**config.mk**
```make
export PLATFORM = sky130hd
export DESIGN_NAME = uart_tx_arbiter_flat
export DESIGN_NICKNAME = d
export VERILOG_FILES = /design/src/rtl/uart_tx_arbiter_if.sv /design/src/rtl/uart_tx_arbiter.sv /design/src/flat_wrapper.sv
export SDC_FILE = /design/constraint.sdc
export NUM_CORES = 1
export LEC_CHECK = 0
export CAP_MARGIN = 20
export CORE_MARGIN = 2
export CORE_UTILIZATION = 50
export DETAILED_ROUTE_END_ITERATION = 8
export PLACE_DENSITY = 0.79
export SLEW_MARGIN = 15
export SYNTH_ARGS = -nofsm -noshare
export SYNTH_HDL_FRONTEND = slang
export SYNTH_SLANG_ARGS = --single-unit
```
**constraint.sdc**
```tcl
create_clock -name clk -period 6.75 [get_ports clk]
set_clock_uncertainty 0.15 [all_clocks]
set_input_delay 1.35 -clock clk [delete_from_list [all_inputs] [get_ports clk]]
set_output_delay 1.35 -clock clk [all_outputs]
set_load 0.01 [all_outputs]
```
**src/rtl/uart_tx_arbiter_if.sv**
```systemverilog
// Requester/transmitter bundle shared by the UART TX arbiter and its environment.
// Latency: none, this is plain wiring.
// Backpressure: a requester holds req and req_data steady until its ack, and tx_done paces the frames.
// Ports: req/req_data are the per-requester byte offers. grant/ack are ownership and capture strobes.
//        tx_start/tx_data/tx_done form the UART transmitter handshake. busy/err report status.
interface uart_tx_arbiter_if #(
  parameter int N_REQ = 4
);
  logic [N_REQ-1:0]   req;
  logic [8*N_REQ-1:0] req_data;
  logic [N_REQ-1:0]   grant;
  logic [N_REQ-1:0]   ack;
  logic               tx_start;
  logic [7:0]         tx_data;
  logic               tx_done;
  logic               busy;
  logic               err;

  // Environment side: requesters plus the UART transmitter.
  modport master (
    output req, req_data, tx_done,
    input  grant, ack, tx_start, tx_data, busy, err
  );

  // Arbiter side.
  modport slave (
    input  req, req_data, tx_done,
    output grant, ack, tx_start, tx_data, busy, err
  );
endinterface

```
**src/rtl/uart_tx_arbiter.sv**
```systemverilog
// Round-robin arbiter that feeds bytes from N_REQ requesters into one UART transmitter.
// Latency: from req rising in IDLE to tx_start is 3 cycles. Within a burst, tx_done leads to tx_start after one LOAD cycle.
// Backpressure: a requester keeps its byte until ack. Each frame waits for tx_done or aborts on timeout.
// Ports: clk, and rst (asynchronous, active-high). bus is the slave modport of uart_tx_arbiter_if,
//        which carries req/req_data in, grant/ack out, tx_start/tx_data out, tx_done in, and busy/err out.
module uart_tx_arbiter #(
  parameter int N_REQ     = 4,
  parameter int MAX_BURST = 4,
  parameter int TIMEOUT   = 65535
) (
  input logic               clk,
  input logic               rst,
  uart_tx_arbiter_if.slave  bus
);

  localparam int IW = (N_REQ > 1) ? $clog2(N_REQ) : 1;

  typedef enum logic [1:0] {IDLE, ARB, LOAD, WAIT} state_t;

  state_t          state;
  logic [IW-1:0]   last;       // most recent owner; the search starts just after it
  logic [IW-1:0]   gidx;       // index of the current owner
  logic [3:0]      burst_cnt;
  logic [15:0]     tmo_cnt;

  logic [IW-1:0]   cand;
  logic [IW-1:0]   arb_idx;
  logic            arb_found;
  logic            sel_req;
  logic [7:0]      sel_byte;
  logic [15:0]     tmo_nxt;
  logic            tmo_hit;

  // Round-robin search: candidates run from last+1 upward with wrap-around. The first asserted request wins.
  always_comb begin
    arb_found = 1'b0;
    arb_idx   = '0;
    cand      = '0;
    for (int k = 1; k <= N_REQ; k++) begin
      cand = IW'((int'(last) + k) % N_REQ);
      if (!arb_found && bus.req[cand]) begin
        arb_found = 1'b1;
        arb_idx   = cand;
      end
    end
  end

  // Request flag and byte of the current owner.
  always_comb begin
    sel_req  = 1'b0;
    sel_byte = '0;
    for (int i = 0; i < N_REQ; i++) begin
      if (gidx == IW'(i)) begin
        sel_req  = bus.req[i];
        sel_byte = bus.req_data[8*i +: 8];
      end
    end
  end

  // The timeout counter saturates so that a huge TIMEOUT can never wrap back into range.
  assign tmo_nxt = (tmo_cnt == 16'hFFFF) ? tmo_cnt : tmo_cnt + 16'd1;
  assign tmo_hit = ({16'd0, tmo_nxt} >= 32'(TIMEOUT));

  always_ff @(posedge clk or posedge rst) begin
    if (rst) begin
      state        <= IDLE;
      last         <= IW'(N_REQ - 1);
      gidx         <= '0;
      burst_cnt    <= '0;
      tmo_cnt      <= '0;
      bus.grant    <= '0;
      bus.ack      <= '0;
      bus.tx_start <= 1'b0;
      bus.tx_data  <= 8'h00;
      bus.busy     <= 1'b0;
      bus.err      <= 1'b0;
    end else begin
      bus.tx_start <= 1'b0;
      bus.ack      <= '0;
      bus.err      <= 1'b0;
      case (state)
        IDLE: begin
          if (|bus.req) begin
            state    <= ARB;
            bus.busy <= 1'b1;
          end
        end
        ARB: begin
          if (arb_found) begin
            gidx      <= arb_idx;
            bus.grant <= N_REQ'(1) << arb_idx;
            burst_cnt <= '0;
            state     <= LOAD;
          end else begin
            // The request vanished between IDLE and ARB.
            bus.grant <= '0;
            bus.busy  <= 1'b0;
            state     <= IDLE;
          end
        end
        LOAD: begin
          if (sel_req) begin
            bus.tx_start <= 1'b1;
            bus.ack      <= bus.grant;
            bus.tx_data  <= sel_byte;
            burst_cnt    <= burst_cnt + 4'd1;
            tmo_cnt      <= '0;
            state        <= WAIT;
          end else begin
            bus.grant <= '0;
            bus.busy  <= 1'b0;
            last      <= gidx;
            state     <= IDLE;
          end
        end
        WAIT: begin
          tmo_cnt <= tmo_nxt;
          // tx_done takes precedence over a timeout that expires in the same cycle.
          if (bus.tx_done) begin
            if (sel_req && (burst_cnt < 4'(MAX_BURST))) begin
              state <= LOAD;
            end else begin
              bus.grant <= '0;
              bus.busy  <= 1'b0;
              last      <= gidx;
              state     <= IDLE;
            end
          end else if (tmo_hit) begin
            bus.err   <= 1'b1;
            bus.grant <= '0;
            bus.busy  <= 1'b0;
            last      <= gidx;
            state     <= IDLE;
          end
        end
        default: begin
          bus.grant <= '0;
          bus.busy  <= 1'b0;
          state     <= IDLE;
        end
      endcase
    end
  end

endmodule

```
**src/flat_wrapper.sv**
```systemverilog
// flat-port wrapper written by rule: the top's interface ports become plain ports
module uart_tx_arbiter_flat 
#(
  parameter int N_REQ     = 4,
  parameter int MAX_BURST = 4,
  parameter int TIMEOUT   = 65535
)
  (clk, rst, bus_req, bus_req_data, bus_tx_done, bus_grant, bus_ack, bus_tx_start, bus_tx_data, bus_busy, bus_err);
  uart_tx_arbiter_if #(.N_REQ(N_REQ)) bus_i ();
  input logic clk;
  input logic rst;
  input wire logic [$bits(bus_i.req)-1:0] bus_req;
  input wire logic [$bits(bus_i.req_data)-1:0] bus_req_data;
  input wire logic [$bits(bus_i.tx_done)-1:0] bus_tx_done;
  output wire logic [$bits(bus_i.grant)-1:0] bus_grant;
  output wire logic [$bits(bus_i.ack)-1:0] bus_ack;
  output wire logic [$bits(bus_i.tx_start)-1:0] bus_tx_start;
  output wire logic [$bits(bus_i.tx_data)-1:0] bus_tx_data;
  output wire logic [$bits(bus_i.busy)-1:0] bus_busy;
  output wire logic [$bits(bus_i.err)-1:0] bus_err;
  assign bus_i.req = bus_req;
  assign bus_i.req_data = bus_req_data;
  assign bus_i.tx_done = bus_tx_done;
  assign bus_grant = bus_i.grant;
  assign bus_ack = bus_i.ack;
  assign bus_tx_start = bus_i.tx_start;
  assign bus_tx_data = bus_i.tx_data;
  assign bus_busy = bus_i.busy;
  assign bus_err = bus_i.err;
  uart_tx_arbiter #(.N_REQ(N_REQ), .MAX_BURST(MAX_BURST), .TIMEOUT(TIMEOUT)) u_core (.clk(clk), .rst(rst), .bus(bus_i));
endmodule
```
# After elaboration in Yosys (flattened, before gate mapping)

Index checks and enable logic that the tools add are counted.

Register bits after elaboration: 45
Input port bits: 39
Output and inout bits: 19
Logic and storage cells: 120

$add $sub $neg: 6
Magnitude comparators: 6
Equal/unequal tests: 14
Shift operators: 1
Mux-type cells: 61
Reduce and logical (&&, ||, !) cells: 21

Operators with widths:

| cell                  | count |
|---|---|
| $mux 16               | 2 |
| $mux 4                | 8 |
| $mux 8                | 4 |
| $pmux 16 s2           | 1 |
| $mux 2                | 14 |
| $mux 1                | 23 |
| $add 16x1->16 const B | 1 |
| $eq 16x16->1 const B  | 1 |
| $ge 16x16->1 const B  | 1 |
| $lt 2x3->1 const B    | 4 |
| $pmux 4 s3            | 1 |
| $bmux 1 s2            | 4 |
| $eq 2x2->1 const B    | 4 |
| $pmux 2 s4            | 1 |
| $pmux 4 s2            | 1 |
| $reduce_and 2->1      | 4 |
| $ne 2x1->1 const B    | 3 |
| $reduce_and 3->1      | 2 |
| $reduce_and 5->1      | 1 |
| $add 2x1->2 const B   | 2 |
| $add 2x2->2 const B   | 2 |
| $add 4x1->4 const B   | 1 |
| $eq 2x1->1 const B    | 2 |
| $logic_and 1x1->1     | 4 |
| 13 further kinds      | 18 |

# Depth between registers and ports, before layout

Gate-level depths: netlist of run 1.

Word-level depth: 16
Mapped depth: 9
Gate-level depth less buffers: 8

# Worst setup path before layout of run 1

OpenSTA, ideal clock, no wires.

Kind: reg-to-reg
Start point: register u_core.tmo_cnt[0]
End point: register u_core.last[0]
Library setup time: 85 ps
Arrival: 2672 ps
Required time: 6515 ps
Slack: 3843 ps
Cell stages (with the launch flop): 9
Buffers on the path: 0
Clock period less this slack: 2907 ps
Cells stage by stage: dfrtp_1 -> ha_1 -> or3b_1 -> or3_1 -> and3_1 -> or4_4 -> o31ai_4 -> o21ai_2 -> mux2_1

Word-level cells in the longest chain between the ends: 5

Ends and longest elaborated chain:

| element                                              | line                   | RTL |
|---|---|---|
| start: declaration                                   | uart_tx_arbiter.sv:24  | `logic [15:0] tmo_cnt;` |
| start signal: assignment                             | uart_tx_arbiter.sv:117 | `tmo_cnt <= tmo_nxt;` |
| $add 16x1->16 / $eq 16x16->1 (equally long branches) | uart_tx_arbiter.sv:61  | `assign tmo_nxt = (tmo_cnt == 16'hFFFF) ? tmo_cnt : tmo_cnt + 16'd1;` |
| $mux 16 (*)                                          | uart_tx_arbiter.sv:61  |  |
| $ge 16x16->1 (*)                                     | uart_tx_arbiter.sv:62  | `assign tmo_hit = ({16'd0, tmo_nxt} >= 32'(TIMEOUT));` |
| $ne 3x2->1 (no source line) (*)                      | --                     |  |
| $reduce_and 4->1 (no source line) (*)                | --                     |  |
| end signal: assignment                               | uart_tx_arbiter.sv:67  | `last <= IW'(N_REQ - 1);` |
| end signal: assignment                               | uart_tx_arbiter.sv:112 | `last <= gidx;` |
| end signal: assignment                               | uart_tx_arbiter.sv:125 | `last <= gidx;` |
| end: declaration                                     | uart_tx_arbiter.sv:21  | `logic [IW-1:0] last;` |

Mark *: on every way between the ends. The rest lies on a longest branch, timed or not.
A chain may end at the register's enable or synchronous reset.

# Final worst setup path of run 1

Start point: input bus_req[3]
End point: register u_core.tmo_cnt[2]

Word-level cells in the longest chain between the ends: 3

Ends and longest elaborated chain:

| element                           | line                  | RTL |
|---|---|---|
| start: declaration                | flat_wrapper.sv:12    | `input wire logic [$bits(bus_i.req)-1:0] bus_req;` |
| $mux 1                            | uart_tx_arbiter.sv:53 | `if (gidx == IW'(i)) begin` |
| $ne 2x1->1 (no source line)       | --                    |  |
| $reduce_and 2->1 (no source line) | --                    |  |

No other way between the ends.

==> metrics.cfg, run 1 <==
[cts]
clock_sinks = 45
postCtsSetupBuffers = 0
cts-root-buf = clkbuf_8
clk_latency_ns = 0.30
postCtsResizedCells = 0
h-tree-depth = 2
cts_tree = built
clk_pin_slew_worst_paths_ns = 0.08
hold_buffers = 0
cts_inserted_buffers = 5
cts_max_path_buffers = 2

[place]
post-dp-hpwl_mm = 4.40
portBuffers = 57
gp_congestion = 0.940
dp_cells = 395
placed_cell_area_sq_mm = 0.00323

[logic_synthesis]
syn-num-nets = 324
ys_warn_count = 0
syn-cell-area_sq_mm = 0.00264
synthFlopType = dfrtp_1
synth_area_leaders = dfrtp_1 41%, mux4_2 7.7%, nand2_1 6.7%
synth_edf_count = 0
synth.avg_cell_area_sq_um = 9.31
ys_seq_area_share_pct = 42.8
synthCells = 283
synth_top_area_cell = dfrtp_1
synth_top_cell_area_share_pct = 40.8
yosysUniqueCellTypes = 57
ys_ff_latch = 45
async_flop_share_pct = 100

[critical_path]
startpoint_type = input port
slowest_delay_ns = 0.72
critPathMaxFanout = 26
arrival_ns = 4.13
cpMaxStageDelayCell = clkinv_1
crit_type = in -> reg
required_ns = 6.81
cpMostUsedCell = o21ai_0
path_cells = clkdlybuf4s50_1 -> mux4_2 -> nand3_1 -> clkinv_1 -> nor2_1 -> o21ai_0 -> o21ai_0
worst_setup_path_end_kind = register

[sta]
final_max_slew_viol_count = 0
hold_violations = 0
maxSlewHeadroom_pct = 50.2
fin_crit_sh_pct = 60.3
fin_tns_setup_ns = 0
finalSetupViolations = 0
finalCriticalPeriod_ns = 4.07
fmax_mhz = 246
worst_pin_slew_ns = 0.742
rsz0062_at_grt = false

[die]
die_w_um = 76.6
die_h_um = 76.6
start_util_pct = 51.6
fp.coreArea_sq_mm = 0.00511
io_pins = 58
die-area_sq_mm = 0.00587
rows = 26

[final_layout]
layout_commonest_cell = clkdlybuf4s50_1
final_cells = 403
final_net_count = 373
drive_gt1_share_pct = 10.2
multi_input_comb_area_sq_mm = 0.00139
final_cell_mix = 57 x clkdlybuf4s50_1, 47 x nand2_1, 43 x dfrtp_1
design_area_sq_mm = 0.00333
antennaDiodeCount = 0
regArea_sq_mm = 0.00113
nFillCells = 430
syn2layout_area_growth_pct = 26.3

[global_route]
overflow = 0
grt_pass1_wl_mm = 10.8
grt_max_degree = 46
antenna_found_initial = 0
grt_usage_pct = 22.8
grt_pass1_vias = 2317

[pwr]
p_leak_nw = 1.37
pwr-share-comb_pct = 42.6
power_switching_mw = 0.432
pwr_density_cell_mw_per_mm2 = 335
switching_share_pct = 38.7
clockPowerShare_pct = 16.6
power_mw = 1.12
intPower_mw = 0.684
vdd_drop_max_mv = 0.202
seq_power_share_pct = 40.8

[routing]
drt-wirelength-per-cell_um = 15.3
via_per_inst = 5.87
num_vias = 2365
detail-route-antenna-nets = 0
wl_mm = 6.16
drtIter0Drc = 328
drcViolationCount = 0
firstDrtPassIters = 5

[run_status]
status = completed

[job]
maxCapViolCount = 0

[worst_hold_path]
hold_path_class = reg -> reg

==> metal layers <==
metal  up-vias  global-route usage [%]  part of all wire (%)
met1      1118                    30.8                    43
met5         -                       0                     0
met3        12                    5.81                   8.1
met2       106                    36.3                    47
met4         0                    6.91                   1.7
li1       1129                       -                     -
==> layout make-up <==
class / count / area share (%)
sequential: 45 / 33.9
timing repair buffer: 58 / 17.4
inverter: 11 / 1.24
clock buffer: 7 / 2.90
multi-input combinational: 211 / 41.8
clock inverter: 1 / 0.150
tap: 70 / 2.63
==> synthesized netlist by cell type, types with 6 or more instances <==
library cell  number
a21oi_1           15
and2_1             6
nand3_1            9
nand2_1           47
mux4_2             9
nand4_1            8
o21ai_0           21
nor3_1             9
inv_1             10
nor2_1            23
clkbuf_1           8
dfrtp_1           43
==> critical path, delay by kind of cell <==
family / cells / cell delay (ns)
simple gates: 2 / 0.74
buf+inv: 2 / 1.21
mux: 1 / 0.58
compound gates: 2 / 0.24
==> cells by family after synthesis <==
logic type,synth area share (%)
AND/OR/NAND/NOR,22.5
AO/OA/AOI/OAI,17.1
flip-flops,42.8
buffers and inverters,4.42
multiplexers,10.9
XOR/XNOR,1.33
adder cells (fa/ha/maj),0.950
==> power groups by stage <==
stage | clock network [mW] | logic, mW | registers (mW)
after floorplan | 0 | 0.329 | 0.425
after global placement | 0 | 0.464 | 0.457
after CTS | 0.186 | 0.477 | 0.456
after detailed placement | 0 | 0.473 | 0.460
final | 0.185 | 0.475 | 0.456
after global routing | 0.200 | 0.532 | 0.470
==> stage by stage <==
step,setup WS (ns),utilization [%],hold WS (ns)
2_1_floorplan,3.84,-,0.333
3_3_place_gp,2.49,63.2,0.306
3_5_place_dp,2.39,63.2,0.317
4_1_cts,2.69,65.1,0.337
5_1_grt,2.47,65.1,0.366
6_report,2.68,65.1,0.332
==> final timing paths <==
kind | startpoint | end | slack [ns] | depth (start not counted)
max | bus_req[3] | u_core.tmo_cnt[2] | 2.68 | 7
min | u_core.bus.tx_data[0] | u_core.bus.tx_data[0] | 0.33 | 2
min in group asynchronous | rst | u_core.bus.tx_start | 1.33 | 3
max in group asynchronous | rst | u_core.bus.ack[1] | 4.73 | 3
max reg2reg | u_core.gidx[0] | u_core.tmo_cnt[2] | 3.44 | 6
min reg2reg | u_core.bus.tx_data[0] | u_core.bus.tx_data[0] | 0.33 | 2
==> registers in the layout (all words and copies together), names as in the netlist <==
signal and count:
u_core.burst_cnt 4, u_core.bus.grant 4, u_core.bus.tx_data 8, u_core.bus.busy 1, u_core.last 2, u_core.bus.ack 4
u_core.state 2, u_core.bus.err 1, u_core.gidx 2, u_core.bus.tx_start 1, u_core.tmo_cnt 16
No activity file was read; power rests on OpenSTA's default activity.
==> run 2, diff against run 1 <==
==> constraint.sdc (replaced) <==
create_clock -name clk -period 4 [get_ports clk]
set_clock_uncertainty 0.15 [all_clocks]
set_input_delay 0.8 -clock clk [delete_from_list [all_inputs] [get_ports clk]]
set_output_delay 0.8 -clock clk [all_outputs]
set_load 0.01 [all_outputs]
==> run 2 against run 1 <==
Sequential power up 69%. Non-clock buffer count is 3 higher. Clock power up 80%. First-iteration DRC count decreased by 53%. Combinational power is 71% higher. Die area stayed put. Register-to-register slack got worse by 2.8 ns. Sequential share of layout area fell by 0.25 points. Hold slack worse by 0.0033 ns. Setup slack worse by 2.1 ns. Utilization up 0.49 points.
==> metrics.cfg, run 2 (synthesis gave the netlist of run 1 again) <==
[run_status]
status = completed

[final_layout]
regArea_sq_mm = 0.00113
multi_input_comb_area_sq_mm = 0.00139
final_net_count = 376
syn2layout_area_growth_pct = 27.2
layout_commonest_cell = clkdlybuf4s50_1
drive_gt1_share_pct = 10.7
regMostFlops = u_core.tmo_cnt
reg_top3 = u_core.tmo_cnt (16), u_core.bus.tx_data (8)
largest_reg_flops = 16
final_cell_mix = 57 x clkdlybuf4s50_1, 47 x nand2_1, 43 x dfrtp_1
design_area_sq_mm = 0.00335
nFillCells = 426
antennaDiodeCount = 0

[sta]
maxSlewHeadroom_pct = 48.0
final_max_slew_viol_count = 0
fin_crit_sh_pct = 84.5
hold_violations = 0
finalSetupViolations = 0
finalCriticalPeriod_ns = 3.38
fin_tns_setup_ns = 0
rsz0062_at_grt = false
fmax_mhz = 296
worst_pin_slew_ns = 0.780

[global_route]
grt_max_degree = 46
grt_usage_pct = 23.9
grt_pass1_wl_mm = 11.3
met1_usage_pct = 30.8
grt_util_met2_pct = 41.0
antenna_found_initial = 0
overflow = 0
gr-usage-met3_pct = 5.57
grt_pass1_vias = 2408
grt.busiest_layer = met2

[cts]
cts-root-buf = clkbuf_8
postCtsResizedCells = 0
clock_sinks = 45
cts_tree = built
cts_max_path_buffers = 2
cts_inserted_buffers = 5
clk_pin_slew_worst_paths_ns = 0.08
clk_latency_ns = 0.30
h-tree-depth = 2
hold_buffers = 0
postCtsSetupBuffers = 0

[pwr]
vdd_drop_max_mv = 0.268
seq_power_share_pct = 40.3
pwr-share-comb_pct = 42.4
clockPowerShare_pct = 17.3
pwr_density_cell_mw_per_mm2 = 572
power_switching_mw = 0.728
p_leak_nw = 1.39
intPower_mw = 1.19
switching_share_pct = 37.9

[critical_path]
r2r-start = u_core.tmo_cnt[0]
startpoint_type = register
critPathMaxFanout = 13
reg2reg_slack_ns = 0.62
worst_setup_path_end_kind = register
crit_type = reg -> reg
reg2regPathDepth = 8
r2r-end = u_core.bus.grant[3]
arrival_ns = 3.42
required_ns = 4.04

[routing]
detail-route-antenna-nets = 0
wl_mm = 6.40
drcViolationCount = 0
num_vias = 2426
drt-wirelength-per-cell_um = 15.8
via_per_inst = 5.99
firstDrtPassIters = 5
drtIter0Drc = 154

[job]
maxCapViolCount = 0

[worst_hold_path]
hold_path_end = u_core.bus.tx_data[7]
min-delay-start = u_core.bus.tx_data[7]
hold_path_depth = 2
hold_path_class = reg -> reg

[die]
die-area_sq_mm = 0.00587
start_util_pct = 51.6
die_h_um = 76.6
rows = 26
io_pins = 58
die_w_um = 76.6
fp.coreArea_sq_mm = 0.00511

[place]
portBuffers = 57
placed_cell_area_sq_mm = 0.00325
gp_congestion = 0.963
post-dp-hpwl_mm = 4.77

run 2: changes by cell type in the layout (fill, tap and decap cells not counted):
cell / before / now
buf_4: 1 / 4
clkbuf_8: 7 / 5
bufinv_16: 0 / 1
run 2: power by group through the flow:
stage	clock [mW]	sequential, mW	combinational (mW)
after CTS	0.337	0.772	0.816
after global placement	0	0.771	0.796
after detailed placement	0	0.780	0.814
after global routing	0.356	0.799	0.907
final	0.333	0.772	0.813
after floorplan	0	0.717	0.555
run 2: how the worst max path moves through the flow:
stage / cells after the start / endpoint / from
global placement: 9 / u_core.burst_cnt[3] / bus_req[3]
global route: 8 / u_core.bus.grant[3] / u_core.tmo_cnt[0]
detailed placement: 9 / u_core.burst_cnt[3] / bus_req[3]
floorplan: 8 / u_core.last[0] / u_core.tmo_cnt[0]
finish: 8 / u_core.bus.grant[3] / u_core.tmo_cnt[0]
CTS: 8 / u_core.bus.grant[3] / u_core.tmo_cnt[0]
run 2: cell type report:
type / count / area share, %
Inverter: 11 / 1.23
Tap cell: 70 / 2.61
Sequential cell: 45 / 33.7
Clock buffer: 5 / 2.05
Multi-Input combinational cell: 211 / 41.5
Timing Repair Buffer: 61 / 17.9
Clock inverter: 2 / 1.05
run 2: metal layers:
metal | part of all wire, % | wire [um]
met1 | 41 | 2600
met2 | 50 | 3180
met3 | 8.6 | 547
met4 | 1.0 | 66
met5 | 0 | 0
run 2: critical path, stage by stage (launching register included):
cell and delay (ns):
dfrtp_1 0.49, ha_1 0.36, nand3_2 0.29, or4_1 0.76, o21ai_0 0.17, a31oi_1 0.20
o31ai_4 0.44, nand2_2 0.13, a32o_1 0.27
run 2: per-stage QoR:
stage,util [%],hold WS [ns],setup slack [ns],cells,power (mW)
after floorplan,-,0.333,1.09,283,1.27
after global placement,63.6,0.308,0.773,398,1.57
after detailed placement,63.6,0.317,0.693,398,1.59
after CTS,65.6,0.333,0.707,405,1.92
after global routing,65.6,0.376,0.442,405,2.06
final,65.6,0.329,0.619,405,1.92
==> run 3, diff against run 2 <==
==> constraint.sdc (replaced) <==
create_clock -name clk -period 3.3 [get_ports clk]
set_clock_uncertainty 0.15 [all_clocks]
set_input_delay 0.66 -clock clk [delete_from_list [all_inputs] [get_ports clk]]
set_output_delay 0.66 -clock clk [all_outputs]
set_load 0.01 [all_outputs]
==> run 3 against run 2 <==
Die area is the same. Register-to-register slack lost 0.45 ns. Sequential cell count is the same. Combinational power grew 22%. Largest power group unchanged.
==> metrics.cfg, run 3 (synthesis gave the netlist of run 1 again) <==
[routing]
drt-wirelength-per-cell_um = 15.0
wl_mm = 6.10
via_per_inst = 5.92
drtIter0Drc = 262
firstDrtPassIters = 4
drcViolationCount = 0
detail-route-antenna-nets = 0
num_vias = 2415

[critical_path]
cpMaxStageDelayCell = dfrtp_1
critPathMaxFanout = 9
path_buf_inv = 0
crit_type = reg -> reg
startpoint_type = register
arrival_ns = 3.17
crit_family = simple AND/OR/NAND/NOR gates
worst_setup_path_end_kind = register
path_cells = ha_2 -> or3b_1 -> or3_1 -> and3_1 -> or4_4 -> o31ai_4 -> nand2_2 -> a32o_1
slowest_delay_ns = 0.47
required_ns = 3.34

[cts]
clock_sinks = 45
cts_max_path_buffers = 2
clk_pin_slew_worst_paths_ns = 0.08
cts_inserted_buffers = 5
h-tree-depth = 2
postCtsSetupBuffers = 0
clk_latency_ns = 0.30
cts_tree = built
cts-root-buf = clkbuf_8

[place]
placed_cell_area_sq_mm = 0.00328
dp_cells = 400
post-dp-hpwl_mm = 4.49
portBuffers = 57
gp_congestion = 0.921

[final_layout]
reg_top3 = u_core.tmo_cnt (16), u_core.bus.tx_data (8)
drive_gt1_share_pct = 11.5
design_area_sq_mm = 0.00339
regMostFlops = u_core.tmo_cnt
fin_util_pct = 66.4
layout_commonest_cell = clkdlybuf4s50_1
syn2layout_area_growth_pct = 28.6
antennaDiodeCount = 0
final_net_count = 378
final_cells = 408
final_cell_mix = 57 x clkdlybuf4s50_1, 47 x nand2_1, 43 x dfrtp_1
largest_reg_flops = 16

[global_route]
overflow = 0
grt_max_degree = 25
antenna_found_initial = 0
grt_pass1_vias = 2346
grt_pass1_wl_mm = 10.8
grt_usage_pct = 22.6

[worst_hold_path]
hold_path_class = reg -> reg

[sta]
rsz0062_at_grt = false
fin_crit_sh_pct = 94.9
fin_tns_setup_ns = 0
hold_violations = 0
finalSetupViolations = 0
final_max_slew_viol_count = 0
hold-worst-slack_ns = 0.327
finalCriticalPeriod_ns = 3.13
fmax_mhz = 319
maxSlewHeadroom_pct = 41.7
worst_pin_slew_ns = 0.869

[run_status]
status = completed

[die]
fp.coreArea_sq_mm = 0.00511
die-area_sq_mm = 0.00587
die_h_um = 76.6
rows = 26
start_util_pct = 51.6
die_w_um = 76.6
io_pins = 58

[pwr]
p_leak_nw = 1.40
vdd_drop_max_mv = 0.453
pwr_density_cell_mw_per_mm2 = 688

[job]
maxCapViolCount = 0

[run 3: where the power goes]
group	internal [mW]	leakage [nW]	total [mW]	switching (mW)
sequential	0.721	0.591	0.933	0.212
clock	0.227	0.0554	0.409	0.182
combinational	0.506	0.752	0.992	0.485
[run 3: final timing paths]
check                                       from                    end  slack, ns  cells past startpoint
max in group asynchronous                    rst      u_core.tmo_cnt[5]       1.89                      3
setup reg to reg               u_core.tmo_cnt[0]    u_core.bus.grant[2]       0.17                      8
min in group asynchronous                    rst    u_core.bus.tx_start       0.58                      2
setup / recovery               u_core.tmo_cnt[0]    u_core.bus.grant[2]       0.17                      8
hold reg to reg            u_core.bus.tx_data[5]  u_core.bus.tx_data[5]       0.33                      2
hold / removal             u_core.bus.tx_data[5]  u_core.bus.tx_data[5]       0.33                      2
[run 3: area by class of cell]
type                       instances  area, sq um
clock inverter                     2         38.8
inverter                          11         41.3
timing repair buffer              63          628
fill                             411         1720
tap                               70         87.6
clock buffer                       6         72.6
multi-input combinational        211         1390
sequential                        45         1130
[run 3: per-layer routing]
layer	track usage [%]	part of all wire [%]	vias to the layer above
met3	6.40	9.7	17
met2	34.3	46	135
li1	-	-	1141
met1	30.8	42	1122
met5	0	0	-
met4	8.91	2.4	0
[run 3: what timing repair did]
item                                    in CTS  in global routing
endpoints found under the setup margin       0                  6
hold buffers                                 0                  0
resized for setup                            0                  1
[run 3: tightest hold or removal path, delay by kind of cell (launching register included)]
family,cells,cell delay [ns]
simple gates,2,0.10
flops,1,0.35
[run 3: metrics by stage]
step	setup WS [ns]	total power, mW
floorplan	0.393	1.54
global placement	0.268	1.90
detailed placement	0.176	1.93
CTS	0.145	2.35
global route	0.0300	2.52
finish	0.169	2.33
